## src/rtl/mem_arbiter.sv

```systemverilog
// -----------------------------------------------------------------------------
// mem_arbiter
//
// Shares the single main-memory port between the I$ and D$ miss paths.
// Each cache may have one outstanding miss. The misses are captured, granted
// one at a time, and delayed by a programmable request latency. The arbiter
// then drives the memory request and returns the line, or a bus error, to the
// requesting cache.
//
// Optional feature macro: MEM_ARB_ROUND_ROBIN_EN
//   defined   - when both caches are pending, grant the one not served last
//   undefined - fixed priority, D$ wins when both are pending
//
// Payload: memory_request_t is carried as a flat packed vector of INFO_WIDTH
// bits. The arbiter never looks inside it; the address field sits wherever the
// core's packing puts it.
//
// Handshake: req_mm_valid is asserted in MEM_REQ and held, with req_mm_info
// stable, until the cycle that rsp_mm_valid strobes. That cycle completes the
// transaction, and req_mm_valid drops combinationally in that same cycle.
// There is no separate ready signal; the response strobe is the acceptance.
// rsp_valid_miss is a one-cycle strobe with no back-pressure.
//
// Ports:
//   clock, reset                 - clock; synchronous active-high reset
//   icache_req_valid_miss/info   - I$ miss pulse and payload
//   dcache_req_valid_miss/info   - D$ miss pulse and payload
//   req_mm_valid/info            - request to main memory
//   rsp_mm_valid/data/bus_error  - memory response strobe, line, error
//   rsp_valid_miss               - one-cycle response to the caches
//   rsp_cache_id                 - response destination: 0 = I$, 1 = D$
//   rsp_data_miss, rsp_bus_error - returned line and error flag
//   arb_busy                     - state is not IDLE
//   dbg_state                    - current FSM state (0 IDLE, 1 DELAY,
//                                  2 MEM_REQ, 3 RESP)
// -----------------------------------------------------------------------------
`ifndef LATENCY_MM_REQ
`define LATENCY_MM_REQ 4
`endif
`ifndef DCACHE_LINE_WIDTH
`define DCACHE_LINE_WIDTH 128
`endif

module mem_arbiter #(
  parameter int LATENCY_REQ = `LATENCY_MM_REQ,
  parameter int LINE_WIDTH  = `DCACHE_LINE_WIDTH,
  parameter int INFO_WIDTH  = 64
) (
  input  logic                  clock,
  input  logic                  reset,
  input  logic                  icache_req_valid_miss,
  input  logic [INFO_WIDTH-1:0] icache_req_info_miss,
  input  logic                  dcache_req_valid_miss,
  input  logic [INFO_WIDTH-1:0] dcache_req_info_miss,
  output logic                  req_mm_valid,
  output logic [INFO_WIDTH-1:0] req_mm_info,
  input  logic                  rsp_mm_valid,
  input  logic [LINE_WIDTH-1:0] rsp_mm_data,
  input  logic                  rsp_mm_bus_error,
  output logic                  rsp_valid_miss,
  output logic                  rsp_cache_id,
  output logic [LINE_WIDTH-1:0] rsp_data_miss,
  output logic                  rsp_bus_error,
  output logic                  arb_busy,
  output logic [1:0]            dbg_state
);

  typedef enum logic [1:0] {
    ST_IDLE    = 2'd0,
    ST_DELAY   = 2'd1,
    ST_MEM_REQ = 2'd2,
    ST_RESP    = 2'd3
  } state_t;

  localparam int CNT_W = $clog2(LATENCY_REQ) + 1;
  localparam logic [CNT_W-1:0] CNT_LAST = CNT_W'(LATENCY_REQ - 1);

  state_t                  r_state;
  state_t                  w_next;
  logic [CNT_W-1:0]        r_cnt;
  logic                    r_pend_i;
  logic                    r_pend_d;
  logic [INFO_WIDTH-1:0]   r_info_i;
  logic [INFO_WIDTH-1:0]   r_info_d;
  logic [INFO_WIDTH-1:0]   r_req_info;
  logic                    r_grant_id;
  logic                    r_rsp_id;
  logic [LINE_WIDTH-1:0]   r_rsp_data;
  logic                    r_rsp_err;
  logic                    w_win;
  logic                    w_grant;
  logic                    w_rsp_take;
  logic                    w_clr_i;
  logic                    w_clr_d;

  assign w_grant    = (r_state == ST_IDLE) && (r_pend_i || r_pend_d);
  assign w_rsp_take = (r_state == ST_MEM_REQ) && rsp_mm_valid;
  assign w_clr_i    = w_rsp_take && !r_grant_id;
  assign w_clr_d    = w_rsp_take && r_grant_id;

`ifdef MEM_ARB_ROUND_ROBIN_EN
  logic r_last_id;

  always_comb begin
    w_win = r_pend_d;
    if (r_pend_i && r_pend_d) w_win = !r_last_id;
  end

  always_ff @(posedge clock) begin
    if (reset)        r_last_id <= 1'b0;
    else if (w_grant) r_last_id <= w_win;
  end
`else
  // D$ wins whenever it is pending; an I$ grant already made is untouched
  // because arbitration only happens in IDLE.
  always_comb begin
    w_win = r_pend_d;
  end
`endif

  // State register
  always_ff @(posedge clock) begin
    if (reset) r_state <= ST_IDLE;
    else       r_state <= w_next;
  end

  // Next-state logic
  always_comb begin
    w_next = r_state;
    case (r_state)
      ST_IDLE:    if (r_pend_i || r_pend_d) w_next = ST_DELAY;
      ST_DELAY:   if (r_cnt == CNT_LAST)    w_next = ST_MEM_REQ;
      ST_MEM_REQ: if (rsp_mm_valid)         w_next = ST_RESP;
      ST_RESP:                              w_next = ST_IDLE;
      default:                              w_next = ST_IDLE;
    endcase
  end

  // Pending capture. A new pulse arriving in the same cycle that the served
  // cache's pending bit clears wins, so that request is not lost.
  always_ff @(posedge clock) begin
    if (reset) begin
      r_pend_i <= 1'b0;
      r_pend_d <= 1'b0;
      r_info_i <= '0;
      r_info_d <= '0;
    end else begin
      if (icache_req_valid_miss && (!r_pend_i || w_clr_i)) begin
        r_pend_i <= 1'b1;
        r_info_i <= icache_req_info_miss;
      end else if (w_clr_i) begin
        r_pend_i <= 1'b0;
      end
      if (dcache_req_valid_miss && (!r_pend_d || w_clr_d)) begin
        r_pend_d <= 1'b1;
        r_info_d <= dcache_req_info_miss;
      end else if (w_clr_d) begin
        r_pend_d <= 1'b0;
      end
    end
  end

  // Grant, delay counter and response capture
  always_ff @(posedge clock) begin
    if (reset) begin
      r_cnt      <= '0;
      r_req_info <= '0;
      r_grant_id <= 1'b0;
      r_rsp_id   <= 1'b0;
      r_rsp_data <= '0;
      r_rsp_err  <= 1'b0;
    end else begin
      if (w_grant) begin
        r_req_info <= w_win ? r_info_d : r_info_i;
        r_grant_id <= w_win;
        r_cnt      <= '0;
      end
      // Saturating count: the counter never wraps.
      if ((r_state == ST_DELAY) && (r_cnt != CNT_LAST)) r_cnt <= r_cnt + 1'b1;
      if (w_rsp_take) begin
        r_rsp_data <= rsp_mm_bus_error ? '0 : rsp_mm_data;
        r_rsp_err  <= rsp_mm_bus_error;
        r_rsp_id   <= r_grant_id;
      end
    end
  end

  assign req_mm_valid   = (r_state == ST_MEM_REQ) && !rsp_mm_valid;
  assign req_mm_info    = r_req_info;
  assign rsp_valid_miss = (r_state == ST_RESP);
  assign rsp_cache_id   = r_rsp_id;
  assign rsp_data_miss  = r_rsp_data;
  assign rsp_bus_error  = r_rsp_err;
  assign arb_busy       = (r_state != ST_IDLE);
  assign dbg_state      = r_state;

endmodule

```

## config.mk

```make
export PLATFORM = sky130hd
export DESIGN_NAME = mem_arbiter
export DESIGN_NICKNAME = d
export VERILOG_FILES = /design/src/rtl/mem_arbiter.sv
export SDC_FILE = /design/constraint.sdc
export NUM_CORES = 1
export LEC_CHECK = 0
export BUFFER_PORTS_ARGS = -buffer_cell sky130_fd_sc_hd__buf_2
export CAP_MARGIN = 25
export CORE_ASPECT_RATIO = 0.8
export CORE_MARGIN = 2
export CORE_UTILIZATION = 25
export CTS_BUF_LIST = sky130_fd_sc_hd__clkbuf_16
export CTS_CLUSTER_DIAMETER = 200
export DETAILED_ROUTE_END_ITERATION = 10
export PLACE_DENSITY = 0.54
export SLEW_MARGIN = 20
export SYNTH_ARGS = -nofsm -noshare
export SYNTH_HDL_FRONTEND = slang
export SYNTH_SLANG_ARGS = --single-unit
```

## constraint.sdc

```tcl
create_clock -name clock -period 4.4 [get_ports clock]
set_clock_uncertainty 0.1 [all_clocks]
set_input_delay 0 -clock clock [delete_from_list [all_inputs] [get_ports clock]]
set_output_delay 0 -clock clock [all_outputs]
set_load 0.005 [all_outputs]
```

Yosys cells after proc, flatten, opt, wreduce, memory -nomap -nowiden
Cells that the tools add are included.
{"block": "totals", "ff_bits": 330, "latch_bits": 0, "ramBits": 0, "rom_bits": 0, "inputBits": 262, "n_memories": 0}
{"block": "classes", "n_addsub": 1, "n_mul": 0, "div": 0, "order_cmp": 0, "n_eq_ne": 8, "shifts": 0, "n_mux": 12, "bitwise_logic": 0, "n_reduce_logical": 21}
{"op": "$mux W128", "n": 1}
{"op": "$mux W64", "n": 1}
{"op": "$logic_and A1 B1 Y1", "n": 8}
{"op": "$pmux W2 S4", "n": 1}
{"op": "$reduce_bool A2 Y1", "n": 4}
{"op": "$mux W2", "n": 3}
{"op": "$mux W3", "n": 2}
{"op": "$eq A2 B2 Y1 const B", "n": 2}
{"op": "$logic_not A1 Y1", "n": 4}
{"op": "$mux W1", "n": 4}
{"op": "$ne A2 B2 Y1 const B", "n": 2}
{"op": "$add A3 B1 Y3 const B", "n": 1}
{"op": "$eq A3 B2 Y1 const B", "n": 1}
{"op": "$logic_or A1 B1 Y1", "n": 3}
{"op": "$ne A3 B2 Y1 const B", "n": 1}
{"op": "$reduce_and A3 Y1", "n": 1}
{"op": "$eq A2 B1 Y1 const B", "n": 1}
{"op": "$logic_not A2 Y1", "n": 1}
{"op": "$ne A2 B1 Y1 const B", "n": 1}

Longest topological paths before layout
Gate-level depths: netlist of the first run.
{"block": "logic_depth", "depth_word": 6, "ltp_mapped": 7, "depth_no_buf": 5}

Least setup slack after synthesis of the first run
OpenSTA, ideal clock, no wires.
{"block": "synth_timing", "path_kind": "register to register", "from": "reg r_state[0] (netlist: dbg_state[0])", "to": "reg r_rsp_data[123] (netlist: rsp_data_miss[123])", "arrival_time_ps": 1469, "t_required_ps": 4229, "slack_ps": 2760, "stages_incl_launch_ff": 8, "period_less_slack_ps": 1640, "cell_sequence": "dfxtp_1 inv_1 ha_1 nand2_1 buf_2 clkbuf_1 nand2_1 a21oi_1"}
{"block": "synth_between", "elab_chain_cells": 2}
{"item": "start, declared", "line_no": "78", "text": "state_t r_state;"}
{"item": "start signal, assigned", "line_no": "124", "text": "else r_state <= w_next;"}
{"item": "$eq A2 B2 Y1", "line_no": "97", "text": "assign w_rsp_take = (r_state == ST_MEM_REQ) && rsp_mm_valid;"}
{"item": "$logic_and A1 B1 Y1", "line_no": "97"}
{"item": "end signal, assigned", "line_no": "181", "text": "r_rsp_data <= rsp_mm_bus_error ? '0 : rsp_mm_data;"}
{"item": "end, declared", "line_no": "88", "text": "logic [LINE_WIDTH-1:0] r_rsp_data;"}
No other way between the ends.
A chain may end at the register's enable or synchronous reset.

Worst setup path in the final report of the first run
{"block": "layout_timing", "from": "reg r_state[0] (netlist: dbg_state[0])", "to": "reg r_rsp_data[122] (netlist: rsp_data_miss[122])"}
Same word-level chain as after synthesis.

==> flow_metrics.py, run 1 <==
metrics = {
    "outcome": {
        "outcome": "finished clean",
    },
    "grt": {
        "grt_use_total_pct": 15.1,
        "antenna_found_initial": 3,
        "gr-total-overflow": 0,
        "grt_max_degree": 182,
        "grt_pass1_vias": 12800,
        "grt_pass1_wl_um": 68000,
    },
    "die": {
        "ios": 461,
        "die_w_um": 264,
        "fp-row-count": 76,
        "die_h_um": 212,
        "start_util_pct": 25.2,
        "core_area_um2": 53700,
        "die_area_um2": 56100,
    },
    "clock_network": {
        "cts_resized": 0,
        "cts_sinks": 330,
        "post_cts_buffers": 0,
        "clock_latency_ps": 550,
        "cts_tree": "done",
        "ctsHoldBuffers": 297,
        "cts_max_level": 2,
        "cts_buffers": 38,
        "path_clk_slew_ps": 60,
        "cts_max_path_buffers": 3,
        "cts-root-buf": "clkbuf_16",
    },
    "power": {
        "p_seq_share_pct": 41.3,
        "swShare_pct": 30.0,
        "p_clk_share_pct": 36.5,
        "vdd_ir_drop_max_mv": 0.246,
        "comb_power_share_pct": 22.2,
        "p_sw_mw": 2.58,
        "p_int_mw": 6.03,
        "p_leak_nw": 8.61,
        "power_density_nw_per_um2": 426,
    },
    "detailed_routing": {
        "first_iter_violations": 710,
        "wl_per_cell_um": 15.4,
        "postRouteAntennaNets": 0,
        "drc_errors": 0,
        "firstDrtPassIters": 5,
        "drt_wl_total_um": 44400,
        "vias": 12700,
        "viasPerCell": 4.39,
    },
    "sta": {
        "min_period_over_period_pct": 81.4,
        "rsz0062_at_grt": "false",
        "setup_ws_ps": 818,
        "timing.hold.ws_ps": 131,
        "relSlewSlack_pct": 32.7,
        "setup_violations": 0,
        "slew_violations": 0,
        "max_freq_mhz": 279,
        "hold_viol_final": 0,
        "tightest_slew_ps": 1010,
        "finalCriticalPeriod_ps": 3580,
        "finalSetupTns_ps": 0,
    },
    "finish": {
        "num-nets-final": 2423,
        "multi_input_area_um2": 6060,
        "n_fill_cell": 5359,
        "syn_to_final_growth_pct": 49.3,
        "drive_gt1_share_pct": 24.6,
        "seq_area_um2": 6610,
    },
    "critical_path": {
        "crit_path_start_kind": "flip-flop",
        "critical_path_class": "flip-flop to flip-flop",
        "end_kind": "flip-flop",
        "crit_fanout": 71,
        "critPathRequiredTime_ps": 4780,
        "worstPathArrival_ps": 3960,
    },
    "placement": {
        "hpwl_um": 28200,
        "place_ws_ps": 1760,
        "portBuffers": 460,
        "gp_congestion": 0.767,
    },
    "synth": {
        "syn-num-nets": 1739,
        "ys_seq_elements": 330,
        "synthDistinctLibCells": 34,
        "synth_cells": 1470,
        "yosysSeqAreaShare_pct": 48.8,
        "syn_area_um2": 13500,
        "avgSynthCellArea_um2": 9.21,
        "ys_warn_count": 0,
    },
    "flow_run": {
        "drv_cap": 0,
    },
    "worst_hold_path": {
        "hold_path_class": "primary input to flip-flop",
    },
}
-- power by group through the flow --
stage / Clock [mW] / Combinational [mW] / Sequential [mW]
final: 3.14 / 1.92 / 3.56
after global routing: 3.37 / 2.13 / 3.60
after CTS: 3.26 / 1.95 / 3.56
after detailed placement: 0 / 1.73 / 3.62
after global placement: 0 / 1.71 / 3.61
after floorplan: 0 / 1.10 / 3.60
-- through the flow --
| stage | utilization, % | total power, mW | area (um^2) | instances |
|---|---|---|---|---|
| after floorplan | - | 4.71 | 13500 | 1470 |
| after global placement | 29.8 | 5.32 | 16000 | 2519 |
| after detailed placement | 29.8 | 5.35 | 16000 | 2519 |
| after CTS | 37.6 | 8.76 | 20200 | 2885 |
| after global routing | 37.6 | 9.11 | 20200 | 2886 |
| final | 37.6 | 8.61 | 20200 | 2887 |
-- layout make-up --
class | count | share of cell area (%)
clock inverter | 29 | 1.12
timing repair buffer | 772 | 26.7
tap | 702 | 4.34
antenna | 2 | 0.0248
multi-input combinational | 1007 | 30.0
inverter | 5 | 0.130
clock buffer | 40 | 4.95
sequential | 330 | 32.7
-- worst max-delay path: stages (launching register included) --
cell and delay (ps):
dfxtp_1 350, inv_1 130, ha_1 350, and2_4 700, buf_4 430, nand3b_1 120, dlygate4sd3_1 580, a21oi_1 170
dlygate4sd3_1 570
-- routing by layer --
layer | vias to the layer above | share of wire (%) | global-route usage [%] | wire, um
met3 | 104 | 6.6 | 4.45 | 2940
met1 | 5841 | 42 | 17.4 | 18600
li1 | 6344 | - | - | -
met2 | 392 | 47 | 26.0 | 21100
met5 | - | 0.32 | 0 | 141
met4 | 4 | 3.8 | 6.23 | 1690
-- final timing paths --
kind | from | to | slack [ps] | cells after the start
setup / recovery | dbg_state[0] | rsp_data_miss[122] | 820 | 8
hold / removal | icache_req_info_miss[15] | r_info_i[15] | 130 | 4
setup reg to reg | dbg_state[0] | rsp_data_miss[122] | 820 | 8
hold reg to reg | rsp_data_miss[93] | rsp_data_miss[93] | 350 | 2
-- cells in the final DEF, fill, tap and decap left out, drive strengths merged --
master       netlist  layout
a211oi            64      64
a21boi             2       2
a21oi            134     134
a22oi              1       1
a31oi              1       1
and2               1       1
buf               69     475
bufinv             0       3
clkbuf            59      40
clkinv             0      17
clkinvlp           0       1
dfxtp            330     330
diode              0       2
dlygate4sd3        0     297
ha                 7       7
inv                5      13
mux2i            192     192
nand2            391     391
nand2b             2       2
nand3              3       3
nand3b           129     129
nor2              69      69
nor2b              2       2
nor3b              2       2
nor4               1       1
o21a               2       2
o21ai              1       1
o311ai             1       1
o31a               1       1
o41ai              1       1
-- sequential cells by signal, summed over array words and instances, names as in the netlist, 2 cells and up --
register / flops
rsp_data_miss: 128
req_mm_info: 64
r_info_d: 64
r_cnt: 3
r_info_i: 64
dbg_state: 2
-- logic make-up after synthesis --
family | share of synthesized area (%)
DFF | 48.8
and+or+nand+nor | 20.5
muxes | 14.2
buffers and inverters | 6.70
AOI/OAI and AO/OA | 9.22
adders and majority gates | 0.647
-- cell usage after synthesis --
master | count | share of area [%]
a211oi_1 | 61 | 3.4
a211oi_2 | 3 | 0.28
a21boi_2 | 2 | 0.17
a21oi_1 | 134 | 5.0
a22oi_1 | 1 | 0.055
a31oi_1 | 1 | 0.046
and2_2 | 1 | 0.055
buf_1 | 5 | 0.14
buf_12 | 12 | 1.8
buf_2 | 26 | 0.96
buf_4 | 5 | 0.28
buf_6 | 20 | 1.7
buf_8 | 1 | 0.11
clkbuf_1 | 59 | 1.6
dfxtp_1 | 330 | 49
ha_1 | 7 | 0.65
inv_1 | 4 | 0.11
inv_2 | 1 | 0.028
mux2i_1 | 192 | 14
nand2_1 | 391 | 11
nand2b_1 | 2 | 0.092
nand3_1 | 2 | 0.074
nand3_2 | 1 | 0.074
nand3b_1 | 128 | 7.1
nand3b_2 | 1 | 0.083
nor2_1 | 69 | 1.9
nor2b_1 | 2 | 0.092
nor3b_1 | 2 | 0.11
nor4_1 | 1 | 0.046
o21a_1 | 2 | 0.11
o21ai_0 | 1 | 0.037
o311ai_0 | 1 | 0.065
o31a_1 | 1 | 0.065
o41ai_1 | 1 | 0.065
Note: power is estimated with default switching activity, not from simulation.
==> inputs of run 2 (changes only) <==
Settings changed: PLACE_DENSITY 0.54 to 0.55.
Clock period 4.4 ns to 3.2 ns, I/O delays scaled along.
==> run 2 against run 1 <==
Effect of this change:
- clock power rose by 35%
- sequential share of layout area fell by 0.55 points
- clock-buffer cell count fell by 1
- critical path depth fell by 1
- register-to-register slack got worse by 320 ps
- sequential power rose by 37%
- non-clock buffer count rose by 33
- combinational power rose by 41%
- via count rose by 1.6%
- first-iteration DRC count fell by 2.8%
- maximum frequency rose by 33%
- flip-flop and latch count did not move
- critical path type unchanged
==> flow_metrics.py, run 2 (synthesis results as in run 1) <==
metrics = {
    "finish": {
        "final_cell_mix": "459 x buf_2, 390 x nand2_1, 329 x dfxtp_1",
        "syn_to_final_growth_pct": 51.8,
        "antennaDiodeCount": 0,
        "num-nets-final": 2456,
        "largest_register_ffs": 128,
        "drive_gt1_share_pct": 24.4,
        "layout_commonest_cell": "buf_2",
    },
    "clock_network": {
        "cts_resized": 0,
        "ctsHoldBuffers": 326,
        "post_cts_buffers": 0,
        "cts_buffers": 38,
        "cts_sinks": 330,
        "cts_max_path_buffers": 3,
        "cts_max_level": 2,
        "cts-root-buf": "clkbuf_16",
        "clock_latency_ps": 540,
        "cts_tree": "done",
        "path_clk_slew_ps": 60,
    },
    "power": {
        "vdd_ir_drop_max_mv": 0.346,
        "p_leak_nw": 8.87,
        "power_density_nw_per_um2": 574,
        "finalPower_mw": 11.8,
    },
    "die": {
        "start_util_pct": 25.2,
        "die_h_um": 212,
        "die_w_um": 264,
        "die_area_um2": 56100,
        "fp-row-count": 76,
        "core_area_um2": 53700,
        "ios": 461,
    },
    "placement": {
        "gp_congestion": 0.781,
        "portBuffers": 460,
        "place_ws_ps": 945,
        "hpwl_um": 28600,
    },
    "grt": {
        "busiest_layer": "met2",
        "grt_max_degree": 110,
        "antenna_found_initial": 4,
        "grt_pass1_wl_um": 69800,
        "grt_use_total_pct": 15.4,
        "grt_pass1_vias": 13200,
        "use_met1_pct": 18.0,
        "use_met3_pct": 4.47,
        "gr-total-overflow": 0,
        "grt_util_met2_pct": 26.4,
    },
    "worst_hold_path": {
        "hold_path_class": "primary input to flip-flop",
    },
    "detailed_routing": {
        "first_iter_violations": 690,
        "viasPerCell": 4.42,
        "wl_per_cell_um": 15.4,
        "firstDrtPassIters": 5,
        "drc_errors": 0,
        "postRouteAntennaNets": 0,
        "drt_wl_total_um": 44800,
        "vias": 12900,
    },
    "sta": {
        "relSlewSlack_pct": 49.6,
        "slew_violations": 0,
        "timing.hold.ws_ps": 72.4,
        "max_freq_mhz": 371,
        "min_period_over_period_pct": 84.3,
        "setup_violations": 0,
        "tightest_slew_ps": 756,
        "finalCriticalPeriod_ps": 2700,
        "hold_viol_final": 0,
        "setup_ws_ps": 501,
        "finalSetupTns_ps": 0,
        "rsz0062_at_grt": "false",
    },
    "critical_path": {
        "end_kind": "flip-flop",
        "path_buf_inv": 3,
        "path_cells": "inv_1, ha_1, nand2_4, buf_4, nand2_1, a21oi_1, dlygate4sd3_1",
        "worst_path_largest_cell_delay_ps": 570,
        "crit_fanout": 50,
        "cpMaxStageDelayCell": "dlygate4sd3_1",
        "r2r_setup_slack_ps": 500,
        "crit_path_start_kind": "flip-flop",
        "critical_path.top_delay_family": "buffers and inverters",
        "worstPathArrival_ps": 3080,
        "critical_path_class": "flip-flop to flip-flop",
        "critPathRequiredTime_ps": 3580,
    },
    "flow_run": {
        "drv_cap": 0,
    },
    "outcome": {
        "outcome": "finished clean",
    },
}
-- run 2: cell count changes in the layout (fill, tap and decap cells not counted), moves of 2 or more --
cell / previous run / this run
dlygate4sd3_1: 297 / 326
diode_2: 2 / 0
buf_12: 1 / 6
inv_1: 9 / 14
clkinv_1: 13 / 7
inv_6: 2 / 4
-- run 2: worst register-to-register path: cells and delay by family (launching register included) --
| kind | cells | cell delay (ps) |
|---|---|---|
| and+or+nand+nor | 2 | 590 |
| buffers and inverters | 3 | 1100 |
| DFF | 1 | 390 |
| adders and majority gates | 1 | 310 |
| AOI/OAI and AO/OA | 1 | 150 |
-- run 2: layer usage --
layer | part of all wire (%) | vias to the layer above
met2 | 47 | 379
met5 | 0.076 | -
met3 | 6.6 | 97
met4 | 3.5 | 6
met1 | 43 | 5994
li1 | - | 6407
-- run 2: report_power, final --
group          internal [mW]  leakage, nW  total (mW)  switching, mW
registers               4.61         2.69        4.88          0.273
clock network           2.46        0.624        4.23           1.77
logic                   1.23         5.56        2.70           1.47
total                   8.29         8.87        11.8           3.52
-- run 2: metrics by stage --
stage | instance area [um^2] | util, % | std cells
after detailed placement | 16100 | 30.0 | 2523
after global routing | 20600 | 38.3 | 2916
after floorplan | 13500 | - | 1470
after global placement | 16100 | 30.0 | 2523
after CTS | 20600 | 38.3 | 2916
final | 20600 | 38.3 | 2916
-- run 2: cell type report --
type / count / area, um^2
Tap cell: 702 / 878
Timing Repair Buffer: 805 / 5790
Clock inverter: 28 / 224
Inverter: 5 / 23.8
Fill cell: 5344 / 33200
Clock buffer: 39 / 976
Multi-Input combinational cell: 1007 / 6060
Sequential cell: 330 / 6610
-- run 2: final timing paths --
path                                           to               from  cells after the start
worst max register to register  rsp_data_miss[91]       dbg_state[0]                      7
worst min register to register  rsp_data_miss[29]  rsp_data_miss[29]                      2
worst max-delay path            rsp_data_miss[91]       dbg_state[0]                      7
worst min-delay path                     r_pend_i              reset                      3
